[src/rtl/myproject_mac_pkg.sv]
// Shared definitions for the pipelined multiply-accumulate unit.
//   - default operand/result/accumulator widths and pipeline depth
//   - sat_signed(): clip a signed value to a narrower signed range, with flag
//   - params_legal(): parameter-combination check used by the top level
package myproject_mac_pkg;

  localparam int unsigned DEF_DIN0_WIDTH = 11;
  localparam int unsigned DEF_DIN1_WIDTH = 18;
  localparam int unsigned DEF_DOUT_WIDTH = 29;
  localparam int unsigned DEF_ACC_WIDTH  = 36;
  localparam int unsigned DEF_NUM_STAGE  = 3;

  // Working width of the saturation helper; accumulators must be narrower.
  localparam int unsigned SAT_W = 64;

  typedef struct packed {
    logic                    sat;
    logic signed [SAT_W-1:0] value;
  } sat_result_t;

  // value holds a from_w-bit signed quantity in its low bits; the result is
  // that quantity clipped to [-2^(to_w-1), 2^(to_w-1)-1].
  function automatic sat_result_t sat_signed(
    input logic signed [SAT_W-1:0] value,
    input int unsigned             from_w,
    input int unsigned             to_w
  );
    logic signed [SAT_W-1:0] v;
    logic signed [SAT_W-1:0] hi;
    logic signed [SAT_W-1:0] lo;
    sat_result_t             r;
    v  = (value <<< (SAT_W - from_w)) >>> (SAT_W - from_w);
    hi = (64'sd1 <<< (to_w - 1)) - 64'sd1;
    lo = -(64'sd1 <<< (to_w - 1));
    if (v > hi) begin
      r.value = hi;
      r.sat   = 1'b1;
    end else if (v < lo) begin
      r.value = lo;
      r.sat   = 1'b1;
    end else begin
      r.value = v;
      r.sat   = 1'b0;
    end
    return r;
  endfunction

  function automatic bit params_legal(
    input int unsigned din0_w,
    input int unsigned din1_w,
    input int unsigned dout_w,
    input int unsigned acc_w,
    input int unsigned num_stage
  );
    return (num_stage >= 1) && (dout_w >= 2) && (dout_w <= acc_w) &&
           (acc_w >= din0_w + din1_w) && (acc_w < SAT_W);
  endfunction

endpackage

[src/rtl/myproject_mac_pipe_if.sv]
// Beat/result bus of the MAC unit.
//   master: drives in_valid, din0, din1, acc_first, acc_last;
//           receives out_valid, dout, dout_sat
//   slave : the MAC itself (mirror directions)
interface myproject_mac_pipe_if
  import myproject_mac_pkg::*;
#(
  parameter int unsigned DIN0_WIDTH = DEF_DIN0_WIDTH,
  parameter int unsigned DIN1_WIDTH = DEF_DIN1_WIDTH,
  parameter int unsigned DOUT_WIDTH = DEF_DOUT_WIDTH
) ();

  logic                  in_valid;
  logic [DIN0_WIDTH-1:0] din0;
  logic [DIN1_WIDTH-1:0] din1;
  logic                  acc_first;
  logic                  acc_last;
  logic                  out_valid;
  logic [DOUT_WIDTH-1:0] dout;
  logic                  dout_sat;

  modport master (
    output in_valid, din0, din1, acc_first, acc_last,
    input  out_valid, dout, dout_sat
  );

  modport slave (
    input  in_valid, din0, din1, acc_first, acc_last,
    output out_valid, dout, dout_sat
  );

endinterface

[src/rtl/myproject_mac_mul_pipe.sv]
// Signed NUM_STAGE-deep multiplier with matching valid/first/last shift
// register; all stages hold when i_ce=0. Maps onto DSP48 input/M/P registers.
//   i_clk, i_rst, i_ce           : clock, sync active-high reset, clock enable
//   i_valid, i_a, i_b            : operand beat
//   i_first, i_last              : frame sideband, ignored when i_valid=0
//   o_prod, o_valid, o_first, o_last : product and sideband NUM_STAGE later
module myproject_mac_mul_pipe
  import myproject_mac_pkg::*;
#(
  parameter  int unsigned A_WIDTH   = DEF_DIN0_WIDTH,
  parameter  int unsigned B_WIDTH   = DEF_DIN1_WIDTH,
  parameter  int unsigned NUM_STAGE = DEF_NUM_STAGE,
  localparam int unsigned P_WIDTH   = A_WIDTH + B_WIDTH
) (
  input  logic                      i_clk,
  input  logic                      i_rst,
  input  logic                      i_ce,
  input  logic                      i_valid,
  input  logic signed [A_WIDTH-1:0] i_a,
  input  logic signed [B_WIDTH-1:0] i_b,
  input  logic                      i_first,
  input  logic                      i_last,
  output logic signed [P_WIDTH-1:0] o_prod,
  output logic                      o_valid,
  output logic                      o_first,
  output logic                      o_last
);

  logic signed [P_WIDTH-1:0] w_prod;
  logic signed [P_WIDTH-1:0] r_prod [NUM_STAGE];
  logic [NUM_STAGE-1:0]      r_valid;
  logic [NUM_STAGE-1:0]      r_first;
  logic [NUM_STAGE-1:0]      r_last;

  assign w_prod = i_a * i_b;

  always_ff @(posedge i_clk) begin
    if (i_rst) begin
      r_valid <= '0;
      r_first <= '0;
      r_last  <= '0;
      for (int unsigned i = 0; i < NUM_STAGE; i++) r_prod[i] <= '0;
    end else if (i_ce) begin
      r_prod[0]  <= w_prod;
      r_valid[0] <= i_valid;
      r_first[0] <= i_valid & i_first;
      r_last[0]  <= i_valid & i_last;
      for (int unsigned i = 1; i < NUM_STAGE; i++) begin
        r_prod[i]  <= r_prod[i-1];
        r_valid[i] <= r_valid[i-1];
        r_first[i] <= r_first[i-1];
        r_last[i]  <= r_last[i-1];
      end
    end
  end

  assign o_prod  = r_prod[NUM_STAGE-1];
  assign o_valid = r_valid[NUM_STAGE-1];
  assign o_first = r_first[NUM_STAGE-1];
  assign o_last  = r_last[NUM_STAGE-1];

endmodule

[src/rtl/myproject_mac_pipe.sv]
// Pipelined signed multiply-accumulate with frame delimiting and saturated
// output. Latency from an acc_last beat to out_valid is NUM_STAGE+1 enabled
// cycles; one beat per enabled cycle, no backpressure.
//   ap_clk, ap_rst : clock, synchronous active-high reset (overrides ce)
//   ce             : clock enable; 0 freezes every register incl. outputs
//   bus (slave)    : in_valid/din0/din1/acc_first/acc_last in,
//                    out_valid/dout/dout_sat out
module myproject_mac_pipe
  import myproject_mac_pkg::*;
#(
  parameter int unsigned DIN0_WIDTH = DEF_DIN0_WIDTH,
  parameter int unsigned DIN1_WIDTH = DEF_DIN1_WIDTH,
  parameter int unsigned DOUT_WIDTH = DEF_DOUT_WIDTH,
  parameter int unsigned ACC_WIDTH  = DEF_ACC_WIDTH,
  parameter int unsigned NUM_STAGE  = DEF_NUM_STAGE
) (
  input  logic                ap_clk,
  input  logic                ap_rst,
  input  logic                ce,
  myproject_mac_pipe_if.slave bus
);

  localparam int unsigned P_WIDTH = DIN0_WIDTH + DIN1_WIDTH;

  if (!params_legal(DIN0_WIDTH, DIN1_WIDTH, DOUT_WIDTH, ACC_WIDTH, NUM_STAGE))
  begin : g_param_check
    $error("myproject_mac_pipe: illegal width/stage parameter combination");
  end

  logic signed [P_WIDTH-1:0]   w_prod;
  logic                        w_valid;
  logic                        w_first;
  logic                        w_last;
  logic signed [ACC_WIDTH-1:0] w_prod_sext;
  logic signed [ACC_WIDTH-1:0] w_acc_next;
  sat_result_t                 w_sat;
  logic                        w_unused_sat_hi;

  logic signed [ACC_WIDTH-1:0]  r_acc;
  logic                         r_out_valid;
  logic [DOUT_WIDTH-1:0]        r_dout;
  logic                         r_dout_sat;

  myproject_mac_mul_pipe #(
    .A_WIDTH   (DIN0_WIDTH),
    .B_WIDTH   (DIN1_WIDTH),
    .NUM_STAGE (NUM_STAGE)
  ) u_mul (
    .i_clk   (ap_clk),
    .i_rst   (ap_rst),
    .i_ce    (ce),
    .i_valid (bus.in_valid),
    .i_a     ($signed(bus.din0)),
    .i_b     ($signed(bus.din1)),
    .i_first (bus.acc_first),
    .i_last  (bus.acc_last),
    .o_prod  (w_prod),
    .o_valid (w_valid),
    .o_first (w_first),
    .o_last  (w_last)
  );

  assign w_prod_sext = ACC_WIDTH'(w_prod);
  assign w_acc_next  = w_first ? w_prod_sext : r_acc + w_prod_sext;
  assign w_sat       = sat_signed(SAT_W'(w_acc_next), ACC_WIDTH, DOUT_WIDTH);
  // Clipped value fits DOUT_WIDTH, so the upper bits are pure sign copies.
  assign w_unused_sat_hi = ^w_sat.value[SAT_W-1:DOUT_WIDTH];

  always_ff @(posedge ap_clk) begin
    if (ap_rst) begin
      r_acc       <= '0;
      r_out_valid <= 1'b0;
      r_dout      <= '0;
      r_dout_sat  <= 1'b0;
    end else if (ce) begin
      r_out_valid <= w_valid & w_last;
      if (w_valid) r_acc <= w_acc_next;
      if (w_valid & w_last) begin
        r_dout     <= w_sat.value[DOUT_WIDTH-1:0];
        r_dout_sat <= w_sat.sat;
      end
    end
  end

  assign bus.out_valid = r_out_valid;
  assign bus.dout      = r_dout;
  assign bus.dout_sat  = r_dout_sat;

endmodule

[src/flat_wrapper.sv]
// flat-port wrapper written by rule: the top's interface ports become plain ports
module myproject_mac_pipe_flat import myproject_mac_pkg::*;
#(
  parameter int unsigned DIN0_WIDTH = DEF_DIN0_WIDTH,
  parameter int unsigned DIN1_WIDTH = DEF_DIN1_WIDTH,
  parameter int unsigned DOUT_WIDTH = DEF_DOUT_WIDTH,
  parameter int unsigned ACC_WIDTH  = DEF_ACC_WIDTH,
  parameter int unsigned NUM_STAGE  = DEF_NUM_STAGE
)
  (ap_clk, ap_rst, ce, bus_in_valid, bus_din0, bus_din1, bus_acc_first, bus_acc_last, bus_out_valid, bus_dout, bus_dout_sat);
  myproject_mac_pipe_if #(.DIN0_WIDTH(DIN0_WIDTH), .DIN1_WIDTH(DIN1_WIDTH), .DOUT_WIDTH(DOUT_WIDTH)) bus_i ();
  input  logic ap_clk;
  input  logic ap_rst;
  input  logic ce;
  input wire logic [$bits(bus_i.in_valid)-1:0] bus_in_valid;
  input wire logic [$bits(bus_i.din0)-1:0] bus_din0;
  input wire logic [$bits(bus_i.din1)-1:0] bus_din1;
  input wire logic [$bits(bus_i.acc_first)-1:0] bus_acc_first;
  input wire logic [$bits(bus_i.acc_last)-1:0] bus_acc_last;
  output wire logic [$bits(bus_i.out_valid)-1:0] bus_out_valid;
  output wire logic [$bits(bus_i.dout)-1:0] bus_dout;
  output wire logic [$bits(bus_i.dout_sat)-1:0] bus_dout_sat;
  assign bus_i.in_valid = bus_in_valid;
  assign bus_i.din0 = bus_din0;
  assign bus_i.din1 = bus_din1;
  assign bus_i.acc_first = bus_acc_first;
  assign bus_i.acc_last = bus_acc_last;
  assign bus_out_valid = bus_i.out_valid;
  assign bus_dout = bus_i.dout;
  assign bus_dout_sat = bus_i.dout_sat;
  myproject_mac_pipe #(.DIN0_WIDTH(DIN0_WIDTH), .DIN1_WIDTH(DIN1_WIDTH), .DOUT_WIDTH(DOUT_WIDTH), .ACC_WIDTH(ACC_WIDTH), .NUM_STAGE(NUM_STAGE)) u_core (.ap_clk(ap_clk), .ap_rst(ap_rst), .ce(ce), .bus(bus_i));
endmodule
[config.mk]
export PLATFORM = sky130hd
export DESIGN_NAME = myproject_mac_pipe_flat
export DESIGN_NICKNAME = d
export VERILOG_FILES = /design/src/rtl/myproject_mac_pkg.sv /design/src/rtl/myproject_mac_pipe_if.sv /design/src/rtl/myproject_mac_mul_pipe.sv /design/src/rtl/myproject_mac_pipe.sv /design/src/flat_wrapper.sv
export SDC_FILE = /design/constraint.sdc
export NUM_CORES = 1
export LEC_CHECK = 0
export ABC_AREA = 1
export CORE_MARGIN = 2
export CORE_UTILIZATION = 55
export DETAILED_ROUTE_END_ITERATION = 16
export PLACE_DENSITY = 0.73
export SYNTH_ARGS = -nofsm -noshare
export SYNTH_HDL_FRONTEND = slang
export SYNTH_SLANG_ARGS = --single-unit
export TNS_END_PERCENT = 10
[constraint.sdc]
create_clock -name ap_clk -period 10.02 [get_ports ap_clk]
set_input_delay 1.503 -clock ap_clk [delete_from_list [all_inputs] [get_ports ap_clk]]
set_output_delay 1.503 -clock ap_clk [all_outputs]
set_load 0.02 [all_outputs]
==> impl_metrics.json <==
{
  "cts_buffer_depth": 2,
  "path_clk_slew_ps": 60,
  "drc_errors": 0,
  "first_iter_violations": 633,
  "cts-resized-gates": 0,
  "period_share": 0.742,
  "relSlewSlack": 0.220,
  "ys.flop_type": "edfxtp_1",
  "critical_path_arrival_ps": 7610,
  "rsz0062_at_grt": "no",
  "grt_max_degree": 78,
  "die_w_um": 176,
  "yosysTopAreaCell": "fa_1",
  "num_vias": 12900,
  "synth-edff-count": 87,
  "async_reset_ff_frac": 0,
  "max_freq_ghz": 0.135,
  "crit_type": "primary input to flop",
  "ys_seq_area_frac": 0.255,
  "hpwl_um": 28000,
  "synthesis.nets": 2457,
  "cts-root-buf": "clkbuf_16",
  "antenna_left": 0,
  "ir_drop_uv": 122,
  "cts_inserted_buffers": 17,
  "die_height_um": 176,
  "vias_per_cell": 5.04,
  "cap_violations": 0,
  "cp_cell_sequence": "clkdlybuf4s50_1 -> nand2_1 -> fa_1 -> fa_1 -> fa_1 -> inv_1 -> fa_1 -> inv_1 -> fa_1 -> inv_1 -> ha_1 -> nand2_1 -> o21ai_0 -> a21oi_1 -> o31ai_1 -> a21oi_1 -> o21ai_0 -> a21oi_1",
  "synth-seq-cells": 163,
  "io_pins": 66,
  "fin_cells": 2555,
  "gp_congestion": 0.893,
  "cpMostUsedCell": "fa_1",
  "wl_per_cell_um": 13.8,
  "num-fill-cells": 2660,
  "cts.sinks": 163,
  "synth.area.top_cells": "fa_1 (22%), edfxtp_1 (16%), inv_1 (12%), nand2_1 (12%), dfxtp_1 (9.4%)",
  "area_growth_pct": 9.02,
  "slew_violations": 0,
  "required_ps": 10200,
  "cts_tree": "done",
  "final_common_cell": "inv_1",
  "hp-class": "flop to flop",
  "layout-drive-gt1-share": 0.0433,
  "startpoint_type": "primary input",
  "synth_top_cell_area_share": 0.224,
  "skew_ps": 9.09,
  "cts_hold_buf": 0,
  "grt_antenna_before_repair": 0,
  "place.port_buffers": 65,
  "p_leak_uw": 0.00922,
  "cp_slowest_cell": "clkdlybuf4s50_1",
  "syn_area_um2": 16200,
  "die_area_um2": 30800,
  "pwr_density_cell_nw_per_um2": 217,
  "yosysUniqueCellTypes": 42,
  "postCtsSetupBuffers": 0,
  "core_area_um2": 28900,
  "slowest_delay_ps": 980,
  "cts_htree_levels": 4,
  "start_util": 0.561,
  "dr.pass1.iters": 5,
  "tns_ps": 0,
  "setup-violations-final": 0,
  "grt_overflow": 0,
  "dp_cells": 2523,
  "grt_pass1_vias": 13100,
  "finish.net_count": 2470,
  "finalHoldViolations": 0,
  "worst_pin_slew_ps": 1170,
  "synth_cells": 2145,
  "cp_max_fo": 18,
  "layout_min_cycle_time_ps": 7430,
  "antenna_cells": 0,
  "ys_warn_count": 0,
  "rows": 62,
  "grtUsageTotal": 0.244,
  "postSynthAreaPerCell_um2": 7.55,
  "crit_path_end_kind": "flop",
  "grt_pass1_wl_um": 60800,
  "wl_um": 35300,
  "clk_latency_ps": 430,
  "final_cell_mix": "inv_1 (529), nand2_1 (505), fa_1 (181)",
  "status": "finished, final reports clean"
}
## per-layer routing
layer	global-route usage	vias up	part of all wire	routed length (µm)
met2	0.439	298	0.50	17500
met3	0.0299	65	0.039	1360
met4	0.0740	0	0.022	786
met5	0	-	0	0
met1	0.308	6033	0.44	15600
li1	-	6492	-	-
## worst paths after layout
check                                                               from                                       end  slack, ps  cells past startpoint
worst min-delay path                u_core.u_mul.r_valid[0]$_SDFFE_PP0P_      u_core.u_mul.r_valid[1]$_SDFFE_PP0P_        470                      2
worst max register to register  u_core.u_mul.r_prod[0][58]$_SDFFCE_PN0P_          u_core.bus.dout[11]$_SDFFE_PP0P_       6320                     20
worst min register to register      u_core.u_mul.r_valid[0]$_SDFFE_PP0P_      u_core.u_mul.r_valid[1]$_SDFFE_PP0P_        470                      2
worst max-delay path                                         bus_din0[4]  u_core.u_mul.r_prod[0][20]$_SDFFCE_PN0P_       2590                     18
## registers in the layout, indices dropped and copies added (netlist names)
signal,count
u_core.r_acc,36
u_core.bus.dout_sat,1
u_core.bus.out_valid,1
u_core.u_mul.r_prod,87
u_core.bus.dout,29
u_core.u_mul.r_first,3
u_core.u_mul.r_last,3
u_core.u_mul.r_valid,3
## logic make-up (layout without fill, tap and decap cells)
| logic type | after synthesis | in the layout | share of synthesized area |
|---|---|---|---|
| flip-flops | 163 | 163 | 0.255 |
| AO/OA/AOI/OAI | 285 | 285 | 0.0963 |
| XOR/XNOR | 16 | 16 | 0.00865 |
| AND/OR/NAND/NOR | 791 | 791 | 0.198 |
| adder cells (fa/ha/maj) | 277 | 277 | 0.298 |
| buffers and inverters | 613 | 639 | 0.144 |
## per-stage QoR
step / hold WS [ps] / util / setup WS, ps / area (µm²) / power [µW]
floorplan: 444 / - / 3470 / 16200 / 2690
detailed placement: 461 / 0.591 / 2240 / 17100 / 3180
finish: 468 / 0.612 / 2590 / 17700 / 3840
global route: 488 / 0.612 / 2240 / 17700 / 4290
CTS: 470 / 0.612 / 2700 / 17700 / 3860
global placement: 454 / 0.591 / 2340 / 17100 / 3100
## Yosys cell counts (4+ instances only)
library cell / number
inv_1: 529
nand2_1: 506
fa_1: 181
nor2_1: 172
o21ai_0: 122
a21oi_1: 109
ha_1: 96
edfxtp_1: 87
dfxtp_1: 76
clkbuf_1: 67
nand3_1: 58
or2_2: 17
a21oi_2: 12
a31oi_1: 11
nor3_1: 11
xnor2_1: 11
nand2_2: 6
nor2_2: 6
o21bai_1: 6
nand3_2: 5
o211ai_1: 5
o21a_1: 5
o22ai_1: 5
xor2_1: 5
buf_1: 4
## layout make-up
cell class / instances / area [µm²] / area share
multi-input combinational: 1369 / 9730 / 0.551
sequential: 163 / 4130 / 0.234
timing repair buffer: 72 / 703 / 0.0398
tap: 384 / 480 / 0.0272
inverter: 535 / 2010 / 0.114
clock buffer: 18 / 429 / 0.0243
clock inverter: 14 / 169 / 0.00957
## critical path: cells and delay by family
family | cells | cell delay, ps
compound gates | 6 | 1770
fa+ha+maj | 6 | 2950
buf+inv | 4 | 1120
simple gates | 2 | 240
## power by group
part | leakage, µW | switching (µW) | internal, µW
logic | 0.00737 | 1470 | 876
clock network | 0.000284 | 288 | 376
registers | 0.00157 | 22.7 | 808
total | 0.00922 | 1780 | 2060
Power figures use the tool's default switching activity.
